<file path="src/rtl/rep_code_pkg.sv">
// Shared definitions for the repetition-code serial link (transmit and receive sides).
//   tx_state_e  : transmitter frame state
//   Line*       : line levels for idle, start and stop chips
//   frame_len() : cycles from the first start chip to the end of the last stop chip
package rep_code_pkg;

  typedef enum logic [1:0] {
    StIdle,
    StStart,
    StData,
    StStop
  } tx_state_e;

  localparam logic LineIdle  = 1'b1;
  localparam logic LineStart = 1'b0;
  localparam logic LineStop  = 1'b1;

  function automatic int unsigned frame_len(input int unsigned data_w,
                                            input int unsigned rep,
                                            input int unsigned baud_div);
    return (data_w + 2) * rep * baud_div;
  endfunction

endpackage

</file>
<file path="src/rtl/rep3_serial_tx_if.sv">
// Word handshake and serial line bundle for rep3_serial_tx.
//   DIN/DIN_VALID/DIN_READY : parallel word input handshake
//   TXD                     : serial chip stream (idle high)
//   BUSY                    : frame in progress
//   CHIP_STB                : pulse on the first clock of every chip
interface rep3_serial_tx_if #(
  parameter int unsigned DATA_W = 8
);
  logic [DATA_W-1:0] DIN;
  logic              DIN_VALID;
  logic              DIN_READY;
  logic              TXD;
  logic              BUSY;
  logic              CHIP_STB;

  modport master (
    output DIN, DIN_VALID,
    input  DIN_READY, TXD, BUSY, CHIP_STB
  );

  modport slave (
    input  DIN, DIN_VALID,
    output DIN_READY, TXD, BUSY, CHIP_STB
  );
endinterface

</file>
<file path="src/rtl/rep3_serial_tx_chip_timer.sv">
// Chip timing for rep3_serial_tx: a divide counter (cycles per chip) feeding a repeat
// counter (chips per frame bit).
//   clk_i, rst_ni : clock, asynchronous active-low reset
//   clr_i         : synchronous clear of both counters (state change)
//   en_i          : count enable (frame in progress)
//   chip_stb_o    : first cycle of a chip
//   last_chip_o   : last cycle of the last chip of a frame bit (repeat counter wrap)
module rep3_serial_tx_chip_timer #(
  parameter int unsigned REP      = 3,
  parameter int unsigned BAUD_DIV = 4
) (
  input  logic clk_i,
  input  logic rst_ni,
  input  logic clr_i,
  input  logic en_i,
  output logic chip_stb_o,
  output logic last_chip_o
);

  localparam int unsigned DivW = (BAUD_DIV > 1) ? $clog2(BAUD_DIV) : 1;
  localparam int unsigned RepW = (REP > 1) ? $clog2(REP) : 1;
  localparam logic [DivW-1:0] DivMax = DivW'(BAUD_DIV - 1);
  localparam logic [RepW-1:0] RepMax = RepW'(REP - 1);

  logic [DivW-1:0] div_q, div_d;
  logic [RepW-1:0] rep_q, rep_d;
  logic            div_wrap;

  assign div_wrap    = (div_q == DivMax);
  assign chip_stb_o  = en_i & (div_q == '0);
  assign last_chip_o = en_i & div_wrap & (rep_q == RepMax);

  always_comb begin
    div_d = div_q;
    rep_d = rep_q;
    if (clr_i) begin
      div_d = '0;
      rep_d = '0;
    end else if (en_i) begin
      if (div_wrap) begin
        div_d = '0;
        rep_d = (rep_q == RepMax) ? '0 : rep_q + RepW'(1);
      end else begin
        div_d = div_q + DivW'(1);
      end
    end
  end

  always_ff @(posedge clk_i or negedge rst_ni) begin
    if (!rst_ni) begin
      div_q <= '0;
      rep_q <= '0;
    end else begin
      div_q <= div_d;
      rep_q <= rep_d;
    end
  end

endmodule

</file>
<file path="src/rtl/rep3_serial_tx.sv">
// Repetition-code serial transmitter: frames a parallel word with start/stop bits and
// sends each frame bit as REP identical chips of BAUD_DIV cycles, LSB first.
//   CLK, RST_N : clock, asynchronous active-low reset
//   bus        : slave side of rep3_serial_tx_if (word handshake in, serial line out)
module rep3_serial_tx
  import rep_code_pkg::*;
#(
  parameter int unsigned DATA_W   = 8,
  parameter int unsigned REP      = 3,
  parameter int unsigned BAUD_DIV = 4
) (
  input  logic            CLK,
  input  logic            RST_N,
  rep3_serial_tx_if.slave bus
);

  if ((REP < 1) || ((REP % 2) == 0)) begin : g_bad_rep
    $error("rep3_serial_tx: REP must be odd and >= 1");
  end
  if (BAUD_DIV < 1) begin : g_bad_div
    $error("rep3_serial_tx: BAUD_DIV must be >= 1");
  end

  localparam int unsigned BitW = (DATA_W > 1) ? $clog2(DATA_W) : 1;
  localparam logic [BitW-1:0] BitMax = BitW'(DATA_W - 1);

  tx_state_e         state_q, state_d;
  logic [BitW-1:0]   bit_cnt_q, bit_cnt_d;
  logic [DATA_W-1:0] shreg_q, shreg_d;
  logic              txd_q, txd_d;
  logic              ready_q, ready_d;
  logic              accept;
  logic              clr;
  logic              chip_stb;
  logic              last_chip;

  rep3_serial_tx_chip_timer #(
    .REP      (REP),
    .BAUD_DIV (BAUD_DIV)
  ) u_chip_timer (
    .clk_i       (CLK),
    .rst_ni      (RST_N),
    .clr_i       (clr),
    .en_i        (bus.BUSY),
    .chip_stb_o  (chip_stb),
    .last_chip_o (last_chip)
  );

  assign accept = bus.DIN_VALID & ready_q;

  always_comb begin
    state_d   = state_q;
    bit_cnt_d = bit_cnt_q;
    shreg_d   = shreg_q;
    case (state_q)
      StIdle: begin
        if (accept) begin
          shreg_d = bus.DIN;
          state_d = StStart;
        end
      end
      StStart: begin
        if (last_chip) state_d = StData;
      end
      StData: begin
        if (last_chip) begin
          shreg_d = shreg_q >> 1;
          if (bit_cnt_q == BitMax) begin
            bit_cnt_d = '0;
            state_d   = StStop;
          end else begin
            bit_cnt_d = bit_cnt_q + BitW'(1);
          end
        end
      end
      StStop: begin
        if (last_chip) state_d = StIdle;
      end
      default: state_d = StIdle;
    endcase
  end

  // Line level and ready are computed from the next state so that TXD comes straight
  // from a flop yet lines up with the state it belongs to.
  always_comb begin
    clr     = (state_d != state_q);
    ready_d = (state_d == StIdle);
    txd_d   = LineIdle;
    case (state_d)
      StStart: txd_d = LineStart;
      StData:  txd_d = shreg_d[0];
      StStop:  txd_d = LineStop;
      default: txd_d = LineIdle;
    endcase
  end

  always_ff @(posedge CLK or negedge RST_N) begin
    if (!RST_N) begin
      state_q   <= StIdle;
      bit_cnt_q <= '0;
      shreg_q   <= '0;
      txd_q     <= LineIdle;
      ready_q   <= 1'b0;
    end else begin
      state_q   <= state_d;
      bit_cnt_q <= bit_cnt_d;
      shreg_q   <= shreg_d;
      txd_q     <= txd_d;
      ready_q   <= ready_d;
    end
  end

  assign bus.DIN_READY = ready_q;
  assign bus.TXD       = txd_q;
  assign bus.BUSY      = (state_q != StIdle);
  assign bus.CHIP_STB  = chip_stb;

endmodule

</file>
<file path="src/flat_wrapper.sv">
// flat-port wrapper written by rule: the top's interface ports become plain ports
module rep3_serial_tx_flat import rep_code_pkg::*;
#(
  parameter int unsigned DATA_W   = 8,
  parameter int unsigned REP      = 3,
  parameter int unsigned BAUD_DIV = 4
)
  (CLK, RST_N, bus_DIN, bus_DIN_VALID, bus_DIN_READY, bus_TXD, bus_BUSY, bus_CHIP_STB);
  rep3_serial_tx_if #(.DATA_W(DATA_W)) bus_i ();
  input  logic CLK;
  input  logic RST_N;
  input wire logic [$bits(bus_i.DIN)-1:0] bus_DIN;
  input wire logic [$bits(bus_i.DIN_VALID)-1:0] bus_DIN_VALID;
  output wire logic [$bits(bus_i.DIN_READY)-1:0] bus_DIN_READY;
  output wire logic [$bits(bus_i.TXD)-1:0] bus_TXD;
  output wire logic [$bits(bus_i.BUSY)-1:0] bus_BUSY;
  output wire logic [$bits(bus_i.CHIP_STB)-1:0] bus_CHIP_STB;
  assign bus_i.DIN = bus_DIN;
  assign bus_i.DIN_VALID = bus_DIN_VALID;
  assign bus_DIN_READY = bus_i.DIN_READY;
  assign bus_TXD = bus_i.TXD;
  assign bus_BUSY = bus_i.BUSY;
  assign bus_CHIP_STB = bus_i.CHIP_STB;
  rep3_serial_tx #(.DATA_W(DATA_W), .REP(REP), .BAUD_DIV(BAUD_DIV)) u_core (.CLK(CLK), .RST_N(RST_N), .bus(bus_i));
endmodule
</file>
<file path="config.mk">
export PLATFORM = sky130hd
export DESIGN_NAME = rep3_serial_tx_flat
export DESIGN_NICKNAME = d
export VERILOG_FILES = /design/src/rtl/rep_code_pkg.sv /design/src/rtl/rep3_serial_tx_if.sv /design/src/rtl/rep3_serial_tx_chip_timer.sv /design/src/rtl/rep3_serial_tx.sv /design/src/flat_wrapper.sv
export SDC_FILE = /design/constraint.sdc
export NUM_CORES = 1
export LEC_CHECK = 0
export CORE_MARGIN = 2
export CORE_UTILIZATION = 40
export CTS_CLUSTER_DIAMETER = 50
export DETAILED_ROUTE_END_ITERATION = 6
export PLACE_DENSITY = 0.7
export SYNTH_ARGS = -nofsm -noshare
export SYNTH_HDL_FRONTEND = slang
export SYNTH_SLANG_ARGS = --single-unit
</file>
<file path="constraint.sdc">
create_clock -name CLK -period 3.2 [get_ports CLK]
set_clock_uncertainty 0.05 [all_clocks]
set_input_delay 0.48 -clock CLK [delete_from_list [all_inputs] [get_ports CLK]]
set_output_delay 0.48 -clock CLK [all_outputs]
set_load 0.02 [all_outputs]
</file>
* Yosys cells after proc, flatten, opt, wreduce, memory -nomap -nowiden
Cells that the tools add are included.
** Operators by class
- Mux-type cells :: 18
- Reduce and logical (&&, ||, !) cells :: 10
- Multiply operators :: 0
- Equality and inequality tests :: 11
- Bitwise gates (word level) :: 4
- Div/mod/pow operators :: 0
- Order comparisons :: 0
- Add/subtract/negate cells :: 3
- Shifts and indexed selects :: 0
** Operators with widths (count)
- $mux W2 :: 12
- $mux W8 :: 2
- $pmux W8 S2 :: 1
- $eq A2 B2 Y1 const B :: 5
- $pmux W2 S4 :: 1
- $reduce_bool A2 Y1 :: 4
- $logic_not A2 Y1 :: 3
- $add A2 B1 Y2 const B :: 2
- $and A1 B1 Y1 :: 4
- $eq A2 B1 Y1 const B :: 2
- $ne A2 B1 Y1 const B :: 2
- $reduce_and A2 Y1 :: 2
- $add A3 B1 Y3 const B :: 1
- $eq A3 B3 Y1 const B :: 1
- $mux W3 :: 1
- $reduce_and A3 Y1 :: 1
- $ne A2 B2 Y1 :: 1
- $pmux W1 S2 :: 1
** Storage, ports and cells
- Bits of input ports :: 11
- Register bits after elaboration :: 19
- Bits in read-only memories :: 0
- Output and inout port bits :: 4
- Memories :: 0
- Memory bits (writable) :: 0
- Bits in latches :: 0

* Logic depth before layout (Yosys ltp)
Gate-level depths: netlist of the first run.
- Depth after elaboration :: 8
- Depth in mapped cells :: 7
- Mapped depth without buffers :: 5

* By module
From an unflattened synthesis of the first run, not the netlist that was laid out.
** Unflattened totals
- Cell total of the unflattened synthesis :: 85
- Area, all modules :: 991.0 um2
** By module, submodules not included
- rep3_serial_tx :: times used 1, area an instance 747.0 um2, cells each 63
- rep3_serial_tx_chip_timer :: times used 1, area an instance 244.0 um2, cells each 22

* Worst setup path after synthesis of the first run
No wires, ideal clock.
- Path kind :: register to register
- From :: register u_core.u_chip_timer.div_q[0]
- To :: register u_core.txd_q (netlist: u_core.bus.TXD)
- Library setup time :: 0.091 ns
- Arrival time :: 1.481 ns
- Path slack :: 1.578 ns
- Path buffers :: 1
- Cell stages (with the launch flop) :: 7
- Required time :: 3.059 ns
- Period minus slack after synthesis :: 1.622 ns
- Cell sequence :: dfrtp_1 > ha_1 > and3b_1 > buf_6 > a32o_1 > o31ai_2 > o211ai_1
** Between the ends
- Word-level cells in the longest chain between the ends :: 7
- Elaborated cells between the ends (all ways) :: 12
- Those cells by class :: eq/ne (3); mux (7); bitwise (2)
** Ends and longest elaborated chain
- from (decl) :: line rep3_serial_tx_chip_timer.sv:25 : logic [DivW-1:0] div_q, div_d;
- from (signal assigned) :: line rep3_serial_tx_chip_timer.sv:54 : div_q <= div_d;
- $eq A2 B2 Y1 * :: line rep3_serial_tx_chip_timer.sv:29 : assign div_wrap = (div_q == DivMax);
- $and A1 B1 Y1 * (2 in series) :: line rep3_serial_tx_chip_timer.sv:31 : assign last_chip_o = en_i & div_wrap & (rep_q == RepMax);
- $mux W2 (on tied branches) :: line rep3_serial_tx.sv:77, rep3_serial_tx.sv:63, rep3_serial_tx.sv:66
- $pmux W2 S4 :: line rep3_serial_tx.sv:55 : case (state_q)
- $eq A2 B2 Y1 / $eq A2 B1 Y1 (equally long branches) :: line rep3_serial_tx.sv:89 : case (state_d)
- $pmux W1 S2 * :: line rep3_serial_tx.sv:89
- via u_core.txd_d :: line rep3_serial_tx.sv:30 : logic txd_q, txd_d;
- to (signal assigned) :: line rep3_serial_tx.sv:102 : txd_q <= LineIdle;
- to (signal assigned) :: line rep3_serial_tx.sv:108 : txd_q <= txd_d;
- to (decl) :: line rep3_serial_tx.sv:30
Mark *: on every way through the listed nets, which the timed path passes. The rest lies on a longest branch. The select of a mux whose other input is x is not followed.
A chain may end at the register's enable or synchronous reset.

* Final worst setup path of the first run
- From :: register u_core.state_q[1]
- To :: output port bus_CHIP_STB
** Between the ends
- Word-level cells in the longest chain between the ends :: 2
** Ends and longest elaborated chain
- from (decl) :: line rep3_serial_tx.sv:27 : tx_state_e state_q, state_d;
- from (signal assigned) :: line rep3_serial_tx.sv:99 : state_q <= StIdle;
- from (signal assigned) :: line rep3_serial_tx.sv:105 : state_q <= state_d;
- $reduce_bool A2 Y1 :: line rep3_serial_tx.sv:115 : assign bus.BUSY = (state_q != StIdle);
- $and A1 B1 Y1 :: line rep3_serial_tx_chip_timer.sv:30 : assign chip_stb_o = en_i & (div_q == '0);
- to (decl) :: line flat_wrapper.sv:17 : output wire logic [$bits(bus_i.CHIP_STB)-1:0] bus_CHIP_STB;
Every way passes these cells.

==> results of run 1 <==
[logic make-up after synthesis]
group                    after synthesis  synth area share
XOR/XNOR                               1           0.00903
flip-flops                            19             0.492
adder cells (fa/ha/maj)                4            0.0516
AND/OR/NAND/NOR                       36             0.190
buffers and inverters                 10            0.0632
AO/OA/AOI/OAI                         24             0.195
[layer usage]
metal | vias up | GRT usage
met4 | 0 | 0.0769
met1 | 329 | 0.195
met2 | 16 | 0.212
li1 | 349 | -
met3 | 5 | 0.0311
met5 | - | 0
[report_power, final]
group / switching [W] / total [W] / leakage (nW) / internal, W
sequential: 0.0000879 / 0.000431 / 0.237 / 0.000343
clock: 0.0000742 / 0.000123 / 0.0150 / 0.0000486
combinational: 0.000160 / 0.000327 / 0.275 / 0.000167
total: 0.000322 / 0.000881 / 0.527 / 0.000559
[worst paths after layout]
check	startpoint	to	cells after the start
hold reg to reg	u_core.shreg_q[4]	u_core.shreg_q[4]	2
min in group asynchronous	RST_N	u_core.shreg_q[7]	1
max in group asynchronous	RST_N	u_core.shreg_q[6]	1
setup reg to reg	u_core.state_q[1]	u_core.bus.TXD	4
hold / removal	u_core.shreg_q[4]	u_core.shreg_q[4]	2
setup / recovery	u_core.state_q[1]	bus_CHIP_STB	4
[synthesized netlist by cell type, drive strengths merged (3+ instances only)]
cell type  number
and2            3
a21oi           4
buf             5
nand2          23
ha              4
inv             5
a22oi           6
a32o            3
nor2            4
dfrtp          18
[area by class of cell]
cell class | count | area, µm²
timing repair buffer | 14 | 140
multi-input combinational | 65 | 432
inverter | 5 | 18.8
clock buffer | 4 | 26.3
fill | 219 | 1130
sequential | 19 | 477
tap | 28 | 35.0
[critical path: stages, from the launching register on]
cell and delay, ps:
dfrtp_1 520, nor2_2 250, inv_2 80, and2_1 150
clkdlybuf4s50_1 520
[sequential cells by signal, indices dropped and copies added (netlist names)]
signal                     flops
u_core.shreg_q                 8
u_core.bit_cnt_q               3
u_core.state_q                 2
u_core.u_chip_timer.div_q      2
u_core.u_chip_timer.rep_q      2
u_core.bus.DIN_READY           1
u_core.bus.TXD                 1
[metrics by stage]
stage | instance area [µm²] | hold slack [ps] | cells | utilization
4_1_cts | 1130 | 440 | 135 | 0.501
5_1_grt | 1130 | 481 | 135 | 0.501
6_report | 1130 | 437 | 135 | 0.501
2_1_floorplan | 970 | 134 | 94 | -
3_3_place_gp | 1100 | 406 | 131 | 0.489
3_5_place_dp | 1100 | 413 | 131 | 0.489
==> impl_metrics.json, run 1 <==
{
  "synth_top_cell_area_share": 0.465,
  "power.leakage_nw": 0.527,
  "dr_wl_met3_um": 77,
  "cts_buffers": 3,
  "worstSkewPairLatency_ps": 300,
  "highest_layer": "met4",
  "max_freq_mhz": 423,
  "area_growth_pct": 16.4,
  "drcViolationCount": 0,
  "antenna_found_initial": 0,
  "syn_nets": 109,
  "worstMarginPinSlew_ps": 853,
  "place_hpwl_um": 1210,
  "path_class": "reg2out",
  "finalWeightedCongestion": 0.747,
  "slew_viol_final": 0,
  "max_slew_margin": 0.430,
  "synth_ff_type": "dfrtp_1",
  "start_util": 0.430,
  "synth_largest_area_cell": "dfrtp_1",
  "critPathLaunchType": "flip-flop",
  "post-route-min-period_ps": 2360,
  "setup_violations": 0,
  "dieHeight_um": 53.2,
  "grt_max_degree": 20,
  "dieArea_mm2": 0.00283,
  "grtUsageTotal": 0.144,
  "min_period_over_period": 0.739,
  "firstDrtPassIters": 4,
  "async_flop_share": 1.00,
  "ios": 15,
  "holdBufCountCts": 0,
  "layout_commonest_cell": "nand2_1",
  "ctsLongestPathBuffers": 2,
  "clk_pin_slew_ps": 110,
  "postSynthCellCount": 94,
  "clock-root-buffer": "clkbuf_4",
  "core_area_mm2": 0.00225,
  "rsz0062_at_grt": "no",
  "die_x_um": 53.2,
  "cts.repair.resized": 0,
  "clock_sinks": 19,
  "routed_via_density": 5.18,
  "routed-wl-met2_um": 714,
  "cts_tree": "built",
  "seq_area_frac_synth": 0.492,
  "rows": 17,
  "power_w": 0.000881,
  "hold_violations": 0,
  "grt_pass1_vias": 650,
  "wl_met1_um": 792,
  "vias": 699,
  "vdd_drop_max_v": 0.000383,
  "status": "completed",
  "detail-route-antenna-nets": 0,
  "cts_setup_buffers": 0,
  "fin_nets": 123,
  "place_ws_ps": 1040,
  "fin_ws_ps": 836,
  "synth-seq-cells": 19,
  "avgRoutedWirePerCell_um": 12.0,
  "cap_violations": 0,
  "synth.distinct_cells": 33,
  "avgSynthCellArea_um2": 10.3,
  "syn-cell-area_um2": 970,
  "drt_iter0_drc": 9,
  "drt-total-wl_um": 1620,
  "p_per_area_mw_per_mm2": 780,
  "io_buffers": 14,
  "drive_above_1_share": 0.112,
  "antenna_cells": 0,
  "ys_warn_count": 0,
  "arrival_ps": 1830,
  "worst_ep_required_time_ps": 2670,
  "hp-class": "reg2reg",
  "synth_area_leaders": "dfrtp_1, nand2_1, ha_1",
  "layout_common_cells": "nand2_1, dfrtp_1, clkdlybuf4s50_1",
  "ff2ff_setup_slack_ps": 1420,
  "synth_edf_count": 0,
  "finalSetupTns_ps": 0,
  "overflow": 0,
  "crit_path_end_kind": "primary output",
  "grt_pass1_wl_um": 2880,
  "cp_max_fo": 9,
  "htreeDepth": 1
}
Note: power is estimated with default switching activity, not from simulation.
==> inputs of run 2 (changes only) <==
Clock period 3.2 ns to 2.2 ns, I/O delays scaled along.
==> impl_metrics.json, run 2 (synthesized netlist as in run 1, its figures left out) <==
{
  "start_util": 0.430,
  "drt_iter0_drc": 7,
  "htreeDepth": 1,
  "dieArea_mm2": 0.00283,
  "die_x_um": 53.2,
  "min_period_over_period": 0.953,
  "drt-total-wl_um": 1810,
  "antenna_cells": 0,
  "max_stage_delay_ps": 520,
  "firstDrtPassIters": 4,
  "clk_pin_slew_ps": 110,
  "vdd_drop_max_v": 0.000527,
  "critical_path.cell_chain": "nor2_4 -> inv_2 -> and2_1 -> clkdlybuf4s50_1",
  "path_class": "reg2out",
  "grt_pass1_wl_um": 3070,
  "worst_ep_required_time_ps": 1820,
  "fin_ws_ps": 103,
  "status": "completed",
  "max_freq_mhz": 477,
  "critPathTopFamily": "buffers and inverters",
  "clock_sinks": 19,
  "cts_buffers": 3,
  "core_area_mm2": 0.00225,
  "rsz0062_at_grt": "no",
  "drcViolationCount": 0,
  "hold_violations": 0,
  "layout_commonest_cell": "nand2_1",
  "ios": 15,
  "path_buf_inv": 2,
  "critPathSlowestCell": "clkdlybuf4s50_1",
  "cap_violations": 0,
  "grt_max_degree": 20,
  "drive_above_1_share": 0.177,
  "antenna_found_initial": 0,
  "detail-route-antenna-nets": 0,
  "p_per_area_mw_per_mm2": 1140,
  "cts_tree": "built",
  "grt_pass1_vias": 713,
  "place_ws_ps": 293,
  "finalSetupTns_ps": 0,
  "layout_common_cells": "nand2_1, dfrtp_1, clkdlybuf4s50_1",
  "reg_top3": "u_core.shreg_q x8, u_core.bit_cnt_q x3",
  "dieHeight_um": 53.2,
  "post-route-min-period_ps": 2100,
  "setup_violations": 0,
  "place_hpwl_um": 1300,
  "fin_nets": 129,
  "holdBufCountCts": 0,
  "overflow": 0,
  "crit_path_end_kind": "primary output",
  "routed_via_density": 5.26,
  "area_growth_pct": 21.8,
  "finalWeightedCongestion": 0.757,
  "largest-register": "u_core.shreg_q",
  "clock-root-buffer": "clkbuf_4",
  "worstMarginPinSlew_ps": 446,
  "hp-class": "in2async",
  "slew_viol_final": 0,
  "critPathLaunchType": "flip-flop",
  "arrival_ps": 1720,
  "largest_reg_flops": 8,
  "worstSkewPairLatency_ps": 290,
  "rows": 17,
  "cp_max_fo": 7,
  "vias": 742,
  "avgRoutedWirePerCell_um": 12.8,
  "grtUsageTotal": 0.149,
  "power.leakage_nw": 0.559,
  "max_slew_margin": 0.703,
  "ctsLongestPathBuffers": 2,
  "io_buffers": 14
}
==> run 2: changes by cell type in the layout (fill, tap and decap cells not counted) <==
cell,before,now
buf_4,0,6
clkbuf_1,1,0
clkinv_2,0,1
dfrtp_1,18,17
dfrtp_2,0,1
nor2_2,1,0
nor2_4,0,1
==> run 2: final cells by class <==
class	instances	area [µm²]
Clock buffer	3	22.5
Tap cell	28	35.0
Sequential cell	19	478
Fill cell	210	1070
Clock inverter	1	5.00
Inverter	5	18.8
Multi-Input combinational cell	65	437
Timing Repair Buffer	20	185
==> run 2: metal layers <==
layer | share of wire | track usage
met5 | 0 | 0
met4 | 0 | 0.0513
met3 | 0.041 | 0.0339
met2 | 0.48 | 0.233
met1 | 0.48 | 0.200
==> run 2: stage by stage <==
stage / hold slack (ps) / area, µm² / util / cells / total power [W]
after floorplan: -15.6 / 970 / - / 94 / 0.000987
after global placement: 408 / 1120 / 0.499 / 134 / 0.00112
after global routing: 326 / 1180 / 0.524 / 141 / 0.00147
final: 311 / 1180 / 0.524 / 141 / 0.00135
after detailed placement: 418 / 1120 / 0.499 / 134 / 0.00114
after CTS: 311 / 1160 / 0.514 / 138 / 0.00132
==> run 2: final timing paths <==
check,startpoint,endpoint,slack (ps),cells past startpoint
min,RST_N,u_core.u_chip_timer.div_q[0],310,2
max in group asynchronous,RST_N,u_core.bus.TXD,1510,2
min reg2reg,u_core.shreg_q[2],u_core.shreg_q[2],440,2
max reg2reg,u_core.u_chip_timer.div_q[0],u_core.bus.TXD,430,5
max,u_core.state_q[1],bus_CHIP_STB,100,4
min in group CLK,u_core.shreg_q[2],u_core.shreg_q[2],440,2
==> run 2: timing repair <==
action	CTS	global route
resized for setup	2	0
endpoints found under the setup margin	1	1
setup buffers	0	3
==> run 2: where the power goes <==
| part | switching [W] | internal [W] |
|---|---|---|
| Combinational | 0.000279 | 0.000288 |
| Clock | 0.000105 | 0.0000676 |
| Sequential | 0.000110 | 0.000501 |
| Total | 0.000494 | 0.000857 |
